File: config.mk
export PLATFORM = sky130hd
export DESIGN_NAME = demo_split
export DESIGN_NICKNAME = d
export VERILOG_FILES = /design/src/rtl/demo_pkg.sv /design/src/rtl/demo_split.sv
export SDC_FILE = /design/constraint.sdc
export NUM_CORES = 1
export LEC_CHECK = 0
export ABC_AREA = 1
export BUFFER_PORTS_ARGS = -buffer_cell sky130_fd_sc_hd__buf_4
export CORE_ASPECT_RATIO = 2
export CORE_UTILIZATION = 60
export CTS_CLUSTER_DIAMETER = 50
export DETAILED_ROUTE_END_ITERATION = 12
export GPL_TIMING_DRIVEN = 0
export MAX_ROUTING_LAYER = met4
export PLACE_DENSITY = 0.83
export SETUP_SLACK_MARGIN = 0.2
export SLEW_MARGIN = 25
export SYNTH_ARGS = -nofsm -noshare
export SYNTH_HDL_FRONTEND = slang
export SYNTH_SLANG_ARGS = --single-unit
File: constraint.sdc
create_clock -name clk -period 3.5 [get_ports clk]
set_clock_uncertainty 0.2 [all_clocks]
set_input_delay 0.35 -clock clk [delete_from_list [all_inputs] [get_ports clk]]
set_output_delay 0.35 -clock clk [all_outputs]
set_load 0.01 [all_outputs]
File: src/rtl/demo_pkg.sv
// rtl/demo_pkg.sv - shared state encoding and alignment constant for the split/accumulate pair
package demo_pkg;

  // The accumulator uses the same encoding, so keep these values fixed.
  typedef enum logic [1:0] {
    IDLE  = 2'd0,
    ALIGN = 2'd1,
    EMIT  = 2'd2
  } state_t;

  // Low bits that must be clear for a value to be 4-aligned.
  localparam logic [1:0] ALIGN_MASK = 2'b11;

endpackage

File: src/rtl/demo_split.sv
// rtl/demo_split.sv - splits a total into 4-aligned chunks of at most CHUNK; DEMO_SPLIT_ASSERT_EN adds embedded assertions
module demo_split
  import demo_pkg::*;
#(
  parameter int WIDTH = 8,
  parameter int CHUNK = 16
) (
  input  logic             clk,
  input  logic             reset,
  input  logic             in_valid,
  output logic             in_ready,
  input  logic [WIDTH-1:0] in_data,
  output logic             out_valid,
  input  logic             out_ready,
  output logic [WIDTH-1:0] out_data,
  output logic             out_last,
  output logic [1:0]       residual,
  output logic             busy
);

  localparam logic [WIDTH-1:0] CHUNK_W = WIDTH'(CHUNK);
  localparam logic [WIDTH-1:0] ONE_W   = WIDTH'(1);

  state_t           state_q;
  state_t           state_d;
  logic [WIDTH-1:0] rem_q;
  logic [1:0]       res_q;

  // rem_q still includes the beat currently presented; rem_sub is what is left after it.
  logic [WIDTH-1:0] rem_sub;
  logic [WIDTH-1:0] beat_src;
  logic [WIDTH-1:0] beat_data;
  logic             beat_last;
  logic             misaligned;

  // Beat selection: first beat comes from the aligned remainder, later beats from what is left.
  always_comb begin
    rem_sub    = rem_q - out_data;
    beat_src   = (state_q == EMIT) ? rem_sub : rem_q;
    beat_data  = (beat_src > CHUNK_W) ? CHUNK_W : beat_src;
    beat_last  = (beat_src <= CHUNK_W);
    misaligned = ((rem_q[1:0] & ALIGN_MASK) != 2'b00);
  end

  // State register.
  always_ff @(posedge clk or negedge reset) begin
    if (!reset) begin
      state_q <= IDLE;
    end else begin
      state_q <= state_d;
    end
  end

  // Next-state logic.
  always_comb begin
    state_d = state_q;
    case (state_q)
      IDLE:    if (in_valid) state_d = ALIGN;
      ALIGN:   if (!misaligned) state_d = EMIT;
      EMIT:    if (out_valid && out_ready && out_last) state_d = IDLE;
      default: state_d = IDLE;
    endcase
  end

  // Handshake/status outputs decode the state directly.
  always_comb begin
    in_ready = (state_q == IDLE);
    busy     = (state_q != IDLE);
  end

  // Datapath: alignment countdown, beat loading and beat retirement.
  always_ff @(posedge clk or negedge reset) begin
    if (!reset) begin
      rem_q     <= '0;
      res_q     <= 2'b00;
      out_valid <= 1'b0;
      out_data  <= '0;
      out_last  <= 1'b0;
      residual  <= 2'b00;
    end else begin
      case (state_q)
        IDLE: begin
          if (in_valid) begin
            rem_q <= in_data;
            res_q <= 2'b00;
          end
        end
        ALIGN: begin
          if (misaligned) begin
            rem_q <= rem_q - ONE_W;
            res_q <= res_q + 2'd1;
          end else begin
            out_data  <= beat_data;
            out_last  <= beat_last;
            out_valid <= 1'b1;
            residual  <= res_q;
          end
        end
        EMIT: begin
          if (out_ready) begin
            if (!out_last) begin
              // Retire the current beat and present the next one on the same edge.
              rem_q     <= rem_sub;
              out_data  <= beat_data;
              out_last  <= beat_last;
              out_valid <= 1'b1;
              residual  <= res_q;
            end else begin
              out_valid <= 1'b0;
              out_last  <= 1'b0;
            end
          end
        end
        default: begin
          out_valid <= 1'b0;
          out_last  <= 1'b0;
        end
      endcase
    end
  end

`ifdef DEMO_SPLIT_ASSERT_EN
  logic [WIDTH-1:0] chk_sum_q;
  logic [WIDTH-1:0] chk_total_q;

  // Track the aligned total and the running sum of handshaken beats.
  always_ff @(posedge clk or negedge reset) begin
    if (!reset) begin
      chk_sum_q   <= '0;
      chk_total_q <= '0;
    end else if ((state_q == IDLE) && in_valid) begin
      chk_sum_q   <= '0;
      chk_total_q <= in_data & {{(WIDTH-2){1'b1}}, ~ALIGN_MASK};
    end else if (out_valid && out_ready) begin
      chk_sum_q   <= chk_sum_q + out_data;
    end
  end

  a_beat_shape : assert property (@(posedge clk) disable iff (!reset)
    out_valid |-> ((out_data[1:0] == 2'b00) && (out_data <= CHUNK_W)));

  a_stall_hold : assert property (@(posedge clk) disable iff (!reset)
    (out_valid && !out_ready) |=>
      (out_valid && $stable(out_data) && $stable(out_last) && $stable(residual)));

  a_state_legal : assert property (@(posedge clk) disable iff (!reset)
    (state_q inside {IDLE, ALIGN, EMIT}));

  a_sum_matches : assert property (@(posedge clk) disable iff (!reset)
    (out_valid && out_ready && out_last) |-> ((chk_sum_q + out_data) == chk_total_q));
`endif

endmodule

# ---- After elaboration in Yosys (flattened, before gate mapping)
# Cells that the tools add are included.
dict set report classes {
  addsub 3
  magnitude_cmp 2
  eq_ne 8
  muxes 30
  bitwise 1
  n_reduce_logical 13
}
# operator n
set op_table {}
lappend op_table {{$mux W8} 9}
lappend op_table {{$pmux W8 S3} 1}
lappend op_table {{$mux W2} 8}
lappend op_table {{$pmux W8 S2} 1}
lappend op_table {{$ne A2 B2 Y1 const B} 5}
lappend op_table {{$reduce_and A3 Y1} 3}
lappend op_table {{$gt A8 B5 Y1 const B} 1}
lappend op_table {{$le A8 B5 Y1 const B} 1}
lappend op_table {{$pmux W2 S2} 2}
lappend op_table {{$reduce_bool A2 Y1} 4}
lappend op_table {{$sub A8 B1 Y8 const B} 1}
lappend op_table {{$sub A8 B8 Y8} 1}
lappend op_table {{$mux W1} 6}
lappend op_table {{$pmux W1 S3} 2}
lappend op_table {{$pmux W2 S3} 1}
lappend op_table {{$reduce_and A5 Y1} 1}
lappend op_table {{$reduce_and A4 Y1} 1}
lappend op_table {{$reduce_bool A3 Y1} 1}
lappend op_table {{$add A2 B1 Y2 const B} 1}
lappend op_table {{$eq A2 B1 Y1 const B} 1}
lappend op_table {{$eq A2 B2 Y1 const B} 1}
lappend op_table {{$logic_and A1 B1 Y1} 2}
lappend op_table {{$logic_not A2 Y1} 1}
lappend op_table {{$ne A2 B1 Y1 const B} 1}
lappend op_table {{$not A1 Y1} 1}
dict set report totals {
  ff_bits 24
}

# ---- Longest topological paths before layout
# Gate-level depths: netlist (run 1).
dict set report logic_depth {
  ltp_word 7
  mapped_depth 14
  ltp_nobuf 14
}

# ---- Least setup slack after synthesis (run 1)
# OpenSTA, ideal clock, no wires.
dict set report synth_path {
  path_type {register to register}
  start {register rem_q[0]}
  end {register out_data[0]}
  setup_time_ns 0.065
  arrival_ns 1.860
  setup_slack_ns 1.375
  stages_incl_launch_ff 13
  period_less_slack_ns 2.125
  path_cell_list {dfrtp_1 inv_1 ha_1 inv_1 fa_1 nand2_1 nand3_2 a21o_2 nand3_1 o21ai_0 nand2_1 nand3_1 nand2_1}
}
dict set report synth_via {
  elab_chain_cells 7
  word_cells_on_any_way 11
  cone_classes {add/sub: 1; order compare: 1; eq/ne: 1; mux: 6; reduce/logical: 2}
}
# item line
set synth_rtl {}
lappend synth_rtl {{start, declared} demo_split.sv:26} ;# logic [WIDTH-1:0] rem_q;
lappend synth_rtl {{start signal, assigned} demo_split.sv:84} ;# rem_q <= in_data;
lappend synth_rtl {{start signal, assigned} demo_split.sv:90} ;# rem_q <= rem_q - ONE_W;
lappend synth_rtl {{start signal, assigned} demo_split.sv:103} ;# rem_q <= rem_sub;
lappend synth_rtl {{$sub A8 B8 Y8} demo_split.sv:38} ;# rem_sub = rem_q - out_data;
lappend synth_rtl {{$mux W8} demo_split.sv:39} ;# beat_src = (state_q == EMIT) ? rem_sub : rem_q;
lappend synth_rtl {{$gt A8 B5 Y1} demo_split.sv:40} ;# beat_data = (beat_src > CHUNK_W) ? CHUNK_W : beat_src;
lappend synth_rtl {{$mux W8} demo_split.sv:40}
lappend synth_rtl {{$mux W8} demo_split.sv:101} ;# if (!out_last) begin
lappend synth_rtl {{$mux W8} demo_split.sv:100} ;# if (out_ready) begin
lappend synth_rtl {{$pmux W8 S2} demo_split.sv:81} ;# case (state_q)
lappend synth_rtl {{end signal, assigned} demo_split.sv:93} ;# out_data <= beat_data;
lappend synth_rtl {{end signal, assigned} demo_split.sv:104} ;# out_data <= beat_data;
lappend synth_rtl {{end, declared} demo_split.sv:15} ;# output logic [WIDTH-1:0] out_data,
# Parallel ways exist; a longest one is shown, timed or not. The select of a mux whose other input is x is not followed.
# A chain may end at the register's enable or synchronous reset.

# ---- Worst setup path after layout (run 1)
dict set report layout_path {
  start {register rem_q[0]}
  end {register out_last}
}
dict set report layout_via {
  elab_chain_cells 6
  word_cells_on_any_way 10
  cone_classes {add/sub: 1; order compare: 1; eq/ne: 1; mux: 5; reduce/logical: 2}
}
# item line
set layout_rtl {}
lappend layout_rtl {{$sub A8 B8 Y8} demo_split.sv:38}
lappend layout_rtl {{$mux W8} demo_split.sv:39}
lappend layout_rtl {{$le A8 B5 Y1} demo_split.sv:41} ;# beat_last = (beat_src <= CHUNK_W);
lappend layout_rtl {{$mux W1} demo_split.sv:101}
lappend layout_rtl {{$mux W1} demo_split.sv:100}
lappend layout_rtl {{$pmux W1 S3} demo_split.sv:81}
lappend layout_rtl {{end signal, assigned} demo_split.sv:94} ;# out_last <= beat_last;
lappend layout_rtl {{end signal, assigned} demo_split.sv:105} ;# out_last <= beat_last;
lappend layout_rtl {{end, declared} demo_split.sv:16} ;# output logic out_last,
# Parallel ways exist; a longest one is shown, timed or not. The select of a mux whose other input is x is not followed.

==> run summary, run 1 <==
number of routed nets with antenna violations: 0
most numerous cell in the Yosys netlist: nand2_1
Final Max Slew Viols: 0
area of the multi-input gates: 1000 um2
number of distinct library cells after synthesis: 31
die area: 3310 um2
XOR/XNOR share of the synthesized area: 0.00476
RSZ-0062 raised after global routing: no
root cell of the clock tree: clkbuf_8
first-pass GRT wire length: 6.98 mm
fill cell total of the finished layout: 281
Yosys reg bits: 24
Initial DRT Pass Iterations: 4
antenna violations before repair: 0
sequential area share after synthesis: 0.326
Skew-Pair Late Insertion Delay: 270 ps
Die W: 41.2 um
IO Count: 26
antenna diode count: 0
Final Hold Viols: 0
H-tree depth: 1
Synth area leaders: dfrtp_1 33%, nand2_1 10%, inv_1 8.4%
FF/Latch Area: 601 um2
fin area: 2120 um2
syn_area_per_cell: 7.17 um2
Req. time, crit path: 3510 ps
Synth Warn #: 0
Lkg Pwr: 1.12 nW
Placeable Area: 2940 um2
outcome: complete, no violations
initial core utilization: 0.626
largest family of logic cells by synthesized area: simple AND/OR/NAND/NOR gates
vias in the first global route: 1,667
Avg Vias per Cell: 5.47
number of max-cap violations: 0
fin crit share: 0.690
clock-pin slew on the worst setup and hold paths: 80 ps
Post-Synth Simple-Gate Area: 0.298
maximum VDD drop: 0.725 mV
Total GRT Usage: 0.311
CP Max Fanout: 7
R2R Setup Slk: 1090 ps
Final Wtd Congestion: 0.904
fmax: 414 MHz
CTS Buf Count: 3
share of layout cells above drive strength 1: 0.199
via count: 1,727
site row count: 28
final setup fails: 0
Period minus WS final: 2410 ps
end point of the critical path: out_last
syn_nets: 282
CP Launch Type: flip-flop
worst hold slack: 115 ps
PwrDens: 1030 nW/um2
clk buf depth: 2
Hold Crit Class: input port to flip-flop
reg2reg path depth: 12
Die Span Y: 80.4 um
GR Overflow Total: 0
largest net degree at the start of global routing: 25
r2r endpoint: out_last
setup TNS: 0 ps
Layout area overhead: 15.0%
compound-cell area share of the yosys netlist: 0.151
Post-Route WL: 4.27 mm
kind of critical path: flip-flop to flip-flop
CTS tree: done
adder-cell area share of the yosys netlist: 0.0924
Post-Syn Instances: 257
top_reg_cell synth: dfrtp_1
Async SR Flop Fraction: 1.00
DP Area: 2070 um2
Overall Power: 2.18 mW
post-DP HPWL: 3.37 mm
clk sinks: 24
post-synth top area cell: dfrtp_1
DRC viols: 0
Worst Setup SP: rem_q[0]
Post-synth EDFFs: 0
Worst Max-Slew Pin Slew: 435 ps
Post-CTS Setup Bufs: 0
Arrival @ worst endpoint: 2430 ps
Commonest cells post-synth: 51 x nand2_1, 41 x inv_1, 26 x nor2_1
PortBufs: 25
mux cell area share after synthesis: 0
post-DR wirelength/cell: 13.5 um
top cell type's share of synthesized area: 0.326
nature of the critical path endpoint: flip-flop
Final nets: 313
mapped cell area: 1840 um2
r2r startpoint: rem_q[0]
Slew headroom: 0.710
DR iter-0 viols: 67
[timing repair]
item	in CTS	in global routing
resized for setup	0	0
hold buffers	1	0
endpoints found under the hold margin	24	0
endpoints found under the setup margin	0	0
[critical path, cell delays in order (launching register included)]
cell and delay [ps]:
dfrtp_1 400, inv_1 180, ha_1 190, inv_1 50, fa_1 380, nand2_1 120, nand3_2 90, a21o_2 190
nand3_1 90, o21ai_0 120, nand2_1 190, nand3_1 110, nand2_1 70
[registers in the layout (all words and copies together) (netlist names)]
| register | flops |
|---|---|
| rem_q | 8 |
| out_data | 8 |
| out_valid | 1 |
| res_q | 2 |
| out_last | 1 |
| residual | 2 |
| state_q | 2 |
[power by group]
part / internal, mW / switching, mW / total (mW)
clock network: 0.0772 / 0.0904 / 0.168
logic: 0.570 / 0.978 / 1.55
registers: 0.384 / 0.0846 / 0.469
[metrics by stage]
stage / std cells / worst slack (ps) / util
after detailed placement: 312 / 1110 / 0.702
after CTS: 316 / 1120 / 0.720
after floorplan: 257 / 1380 / -
final: 316 / 1090 / 0.720
after global placement: 312 / 1170 / 0.702
after global routing: 316 / 934 / 0.720
[layout by cell type (no fill, tap or decap), types with 7 or more instances in the layout]
cell     synthesis  final
a21oi_1         12     12
buf_4            1     26
dfrtp_1         24     24
ha_1            12     12
inv_1           41     41
nand2_1         51     51
nand2_2          7      7
nand3_1         21     21
nor2_1          26     26
o21ai_0         22     22
[logic make-up (layout without fill, tap and decap cells)]
group,after synthesis,count (layout)
and+or+nand+nor,118,118
buffers and inverters,54,83
adders and majority gates,13,13
xor gates and xnor gates,1,1
DFF,24,24
AOI/OAI and AO/OA,47,47
[routing by layer]
metal	global-route usage	wire length (um)	part of all wire
met5	-	0	0
met2	0.525	2310	0.54
met4	0.168	188	0.044
met3	0.0166	62	0.015
met1	0.338	1710	0.40
[layout make-up]
type                       instances  share of cell area
clock buffer                       3              0.0195
buffer                             6              0.0242
multi-input combinational        179               0.474
inverter                          48              0.0874
sequential                        24               0.284
timing repair buffer              26              0.0933
tap                               30              0.0177
[worst min-delay path by stage]
stage	start	to	cells after the start
floorplan	reset	out_data[0]	0
global placement	reset	out_data[6]	1
detailed placement	reset	out_data[6]	1
CTS	in_data[3]	rem_q[3]	3
global route	in_data[3]	rem_q[3]	3
finish	in_data[3]	rem_q[3]	3
(Power assumes the default switching activity.)
==> inputs of run 2 (changes only) <==
- ABC_AREA: 1 -> 0
- CORE_UTILIZATION: 60 -> 51
- PLACE_DENSITY: 0.83 -> 0.76
- clock period: 3.5 -> 2.2 ns (I/O delays scaled with it)
==> run 2 against run 1 <==
The flow now finishes with violations (negative setup slack). Via count grew 11%. Final cell count down 9.2%. Largest cell class unchanged. Utilization increased by 13 points. Hold slack worse by 69 ps.
==> run summary, run 2 <==
final setup fails: 10
initial core utilization: 0.539
first-pass GRT wire length: 9.65 mm
Async SR Flop Fraction: 1.00
share of layout cells above drive strength 1: 0.539
root cell of the clock tree: clkbuf_8
CP cell instances: inv_2 -> ha_4 -> inv_2 -> fa_2 -> a211oi_2 -> o31ai_1 -> xor2_1 -> nor2_1 -> o221ai_4 -> o32ai_2
Synth Warn #: 0
Initial DRT Pass Iterations: 4
Post-synth EDFFs: 0
failing checks: negative setup slack
most common cell after layout, fill and taps aside: buf_4
reg2reg path depth: 10
GR Overflow Total: 0
commonest non-fill, non-tap cells in the layout: 50 x buf_4, 20 x nand2_1, 18 x dfrtp_1
die area: 3630 um2
Final Wtd Congestion: 0.940
PortBufs: 25
IO Count: 26
CTS tree: done
syn_nets: 223
CP bufs+invs: 2
kind of critical path: flip-flop to flip-flop
post-synth top area cell: dfrtp_1
Yosys reg bits: 24
Die W: 43.1 um
mapped cell area: 1720 um2
Req. time, crit path: 2190 ps
nature of the critical path endpoint: flip-flop
antenna violations before repair: 0
Hold Path Sink: state_q[0]
number of routed nets with antenna violations: 0
RSZ-0062 raised after global routing: yes
Period minus WS final: 2620 ps
Avg Vias per Cell: 6.66
CP Max Fanout: 6
CP Launch Type: flip-flop
Placeable Area: 3190 um2
Crit. path cell count: 10
Arrival @ worst endpoint: 2610 ps
Total GRT Usage: 0.360
via count: 1,912
Worst Hold Depth: 3
H-tree depth: 1
r2r startpoint: rem_q[0]
HP Start: in_valid
R2R Setup Slk: -420 ps
Slew headroom: 0.670
fmax: 381 MHz
Crit path max-delay family: compound AO/OA/AOI/OAI gates
CTS Buf Count: 3
top cell type's share of synthesized area: 0.349
fin area: 2710 um2
largest net degree at the start of global routing: 25
antenna diode count: 0
clk sinks: 24
Final Hold Viols: 0
r2r endpoint: out_data[1]
Commonest cells post-synth: 24 x dfrtp_1, 24 x nand2_1, 18 x nor2_1
outcome: complete, but fails checks
Layout area overhead: 57.4%
Skew-Pair Late Insertion Delay: 290 ps
number of distinct library cells after synthesis: 42
sequential area share after synthesis: 0.349
vias in the first global route: 1,974
Critical Path Max Stage Delay: 440 ps
Final Max Slew Viols: 0
syn_area_per_cell: 8.70 um2
Synth area leaders: dfrtp_1 35%, ha_1 8.7%, nand2_1 5.2%
Final nets: 282
site row count: 29
DR iter-0 viols: 96
Worst Max-Slew Pin Slew: 490 ps
post-route setup slack: -423 ps
DP Area: 2000 um2
clk buf depth: 2
crit-path most repeated cell: inv_2
number of max-cap violations: 0
Post-Route WL: 6.66 mm
fin crit share: 1.19
top_reg_cell synth: dfrtp_1
Hold Crit Class: input port to flip-flop
post-DR wirelength/cell: 23.2 um
DRC viols: 0
post-DP HPWL: 3.41 mm
Die Span Y: 84.2 um
clock-pin slew on the worst setup and hold paths: 100 ps
Post-Syn Instances: 198
CP max-delay cell: dfrtp_2
fill cell total of the finished layout: 159
Top Registers: out_data x8, rem_q x8
## run 2: worst min-delay path, cell delays in order
cell     delay (ps)
buf_4           110
a21oi_1          60
a21oi_1         110
## run 2: logic make-up after synthesis
kind of cell,count (synthesis),share of synthesized area
simple gates,64,0.182
compound gates,56,0.225
buf+inv,25,0.0581
flops,24,0.349
fa+ha+maj,13,0.0988
xor+xnor,10,0.0509
mux,6,0.0371
## run 2: layout make-up
type | instances | area, um2 | share of cell area
repair buffers | 54 | 423 | 0.156
plain buffers | 8 | 88.8 | 0.0328
clock buffers | 3 | 41.3 | 0.0152
inverters | 17 | 81.3 | 0.0300
well taps | 31 | 38.8 | 0.0143
clock inverters | 1 | 30.0 | 0.0111
flip-flops and latches | 24 | 608 | 0.224
multi-input cells | 149 | 1400 | 0.516
## run 2: routing by layer
metal / wire (um) / vias up / global-route usage / share of wire
li1: - / 825 / - / -
met1: 2410 / 946 / 0.395 / 0.36
met2: 3590 / 104 / 0.607 / 0.54
met3: 313 / 37 / 0.0495 / 0.047
met4: 346 / 0 / 0.190 / 0.052
met5: 0 / - / - / 0
## run 2: worst max path at each step
stage | startpoint | to
after floorplan | rem_q[0] | out_data[1]
final | rem_q[0] | out_data[1]
after CTS | rem_q[0] | out_data[1]
after detailed placement | rem_q[0] | out_last
after global routing | rem_q[0] | out_data[1]
after global placement | rem_q[0] | out_last
## run 2: what timing repair did
item,CTS,global route
cloned,1,0
pin swaps,18,21
endpoints found under the setup margin,19,17
hold buffers,1,0
hold endpoints to repair,24,0
buffers inserted,21,6
resized for setup,72,30
## run 2: metrics by stage
stage / util / hold slack, ps / TNS [ps] / instances / worst slack (ps)
floorplan: - / -276 / -91.5 / 198 / -30.7
global route: 0.849 / 50.8 / -3880 / 287 / -472
detailed placement: 0.627 / -56.0 / -3280 / 254 / -363
CTS: 0.793 / 22.8 / -1870 / 281 / -287
finish: 0.849 / 46.2 / -3280 / 287 / -423
global placement: 0.627 / -64.3 / -2820 / 254 / -367
Power of run 2 is not shown: default switching activity piles up to over one toggle a cycle in this logic, so the estimate is an artifact.
==> inputs of run 3 (changes only) <==
--- a/config.mk
+++ b/config.mk
@@ -10,3 +10,3 @@
 export CORE_ASPECT_RATIO = 2
-export CORE_UTILIZATION = 51
+export CORE_UTILIZATION = 35
 export CTS_CLUSTER_DIAMETER = 50
@@ -15,3 +15,2 @@
 export MAX_ROUTING_LAYER = met4
-export PLACE_DENSITY = 0.76
 export SETUP_SLACK_MARGIN = 0.2
--- a/constraint.sdc
+++ b/constraint.sdc
@@ -4,2 +4,2 @@
 set_output_delay 0.22 -clock clk [all_outputs]
-set_load 0.01 [all_outputs]
+set_load 0.005 [all_outputs]
==> run 3 against run 2 <==
Maximum frequency up 2.5%. Flip-flop and latch count unchanged. Critical path type unchanged. Via count down 7.2%. Die area up 44%. The flow still finishes with violations (negative setup slack). Global-route usage down 13 points. Hold slack worse by 22 ps.
==> run summary, run 3 (synthesized netlist as in run 2, its figures left out) <==
DR iter-0 viols: 59
Skew-Pair Late Insertion Delay: 270 ps
Die W: 51.6 um
Critical Path Max Stage Delay: 420 ps
crit-path most repeated cell: inv_2
Final Hold Viols: 0
Worst Max-Slew Pin Slew: 501 ps
CTS Buf Count: 3
outcome: complete, but fails checks
Slew headroom: 0.663
antenna violations before repair: 0
CP cell instances: inv_2 -> ha_4 -> inv_2 -> fa_2 -> a211oi_4 -> o31ai_1 -> xor2_1 -> nor2_2 -> o221ai_4 -> o22ai_1
CTS tree: done
final core occ: 0.575
post-DP HPWL: 3.44 mm
Top Registers: out_data x8, rem_q x8
number of max-cap violations: 0
PortBufs: 25
vias in the first global route: 1,817
share of layout cells above drive strength 1: 0.496
GR Overflow Total: 0
final setup fails: 10
PwrDens: 1840 nW/um2
Lkg Pwr: 1.12 nW
Period minus WS final: 2560 ps
H-tree depth: 1
CP max-delay cell: dfrtp_2
antenna diode count: 0
Arrival @ worst endpoint: 2500 ps
commonest non-fill, non-tap cells in the layout: 47 x buf_4, 21 x nand2_1, 17 x dfrtp_1
clk buf depth: 2
number of routed nets with antenna violations: 0
Final nets: 282
failing checks: negative setup slack
initial core utilization: 0.371
fin crit share: 1.16
kind of critical path: flip-flop to flip-flop
via count: 1,774
nature of the critical path endpoint: flip-flop
first-pass GRT wire length: 8.60 mm
CP Max Fanout: 6
Final Wtd Congestion: 0.795
setup TNS: -2930 ps
Layout area overhead: 55.2%
CP Launch Type: flip-flop
DRC viols: 0
post-route setup slack: -358 ps
clk sinks: 24
clock-pin slew on the worst setup and hold paths: 90 ps
Avg Vias per Cell: 5.70
most common cell after layout, fill and taps aside: buf_4
RSZ-0062 raised after global routing: yes
CP bufs+invs: 2
maximum VDD drop: 1.00 mV
Req. time, crit path: 2140 ps
post-DR wirelength/cell: 17.1 um
Post-Route WL: 5.33 mm
fill cell total of the finished layout: 423
Placeable Area: 4640 um2
die area: 5220 um2
IO Count: 26
Die Span Y: 101 um
Hold Crit Class: input port to flip-flop
fmax: 391 MHz
Total GRT Usage: 0.228
Initial DRT Pass Iterations: 7
root cell of the clock tree: clkbuf_8
Final Max Slew Viols: 0
site row count: 35
Crit path max-delay family: compound AO/OA/AOI/OAI gates
largest net degree at the start of global routing: 25
run 3: cell count changes in the layout (fill, tap and decap cells not counted), sizes merged:
cell,delta
inv,+1
clkinv,-1
buf,+1
bufinv,-1
run 3: cell type report:
| cell class | instances | area, um2 | area share |
|---|---|---|---|
| multi-input combinational | 149 | 1340 | 0.502 |
| clock buffer | 4 | 55.1 | 0.0206 |
| tap | 55 | 68.8 | 0.0258 |
| buffer | 8 | 83.8 | 0.0314 |
| inverter | 17 | 78.8 | 0.0295 |
| timing repair buffer | 54 | 434 | 0.163 |
| sequential | 24 | 609 | 0.228 |
run 3: where the power goes:
part	total (mW)	internal (mW)	leakage, nW	switching [mW]
Combinational	3.80	1.82	0.793	1.99
Sequential	0.783	0.610	0.303	0.173
Clock	0.317	0.160	0.0288	0.156
run 3: tightest hold or removal path, delay by kind of cell:
kind            cells  cell delay, ps
mux                 1              60
compound gates      1             110
buf+inv             1              80
run 3: path summary, 6_finish.rpt:
| check | from | endpoint | slack (ps) | cells past startpoint |
|---|---|---|---|---|
| max reg2reg | rem_q[0] | out_data[2] | -360 | 10 |
| min | in_data[1] | rem_q[1] | 20 | 3 |
| min reg2reg | residual[1] | residual[1] | 320 | 1 |
| max in group asynchronous | reset | rem_q[6] | 1340 | 2 |
| max | rem_q[0] | out_data[2] | -360 | 10 |
| min in group asynchronous | reset | residual[1] | 180 | 2 |
run 3: per-layer routing:
metal / part of all wire / vias up / wire [um] / track usage
met5: 0 / - / 0 / -
met4: 0.041 / 0 / 221 / 0.102
met3: 0.023 / 20 / 124 / 0.0210
met2: 0.57 / 43 / 3040 / 0.415
met1: 0.36 / 881 / 1940 / 0.238
li1: - / 830 / - / -
run 3: repair_timing:
| item | CTS | global route |
|---|---|---|
| hold endpoints to repair | 24 | 0 |
| gates resized for setup | 63 | 22 |
| setup buffers | 19 | 8 |
| setup endpoints to repair | 19 | 17 |
| gates cloned | 1 | 0 |
| hold buffers | 1 | 0 |
| pin swaps | 19 | 18 |
run 3: metrics by stage:
stage | hold slack (ps) | worst slack, ps | power [mW] | instances | instance area (um2)
floorplan | -276 | -30.4 | 2.59 | 198 | 1820
CTS | 45.7 | -298 | 4.46 | 303 | 2540
global placement | -48.6 | -397 | 3.23 | 278 | 2080
detailed placement | -48.4 | -418 | 3.24 | 278 | 2080
global route | 39.6 | -409 | 5.25 | 311 | 2670
finish | 23.9 | -358 | 4.90 | 311 | 2670
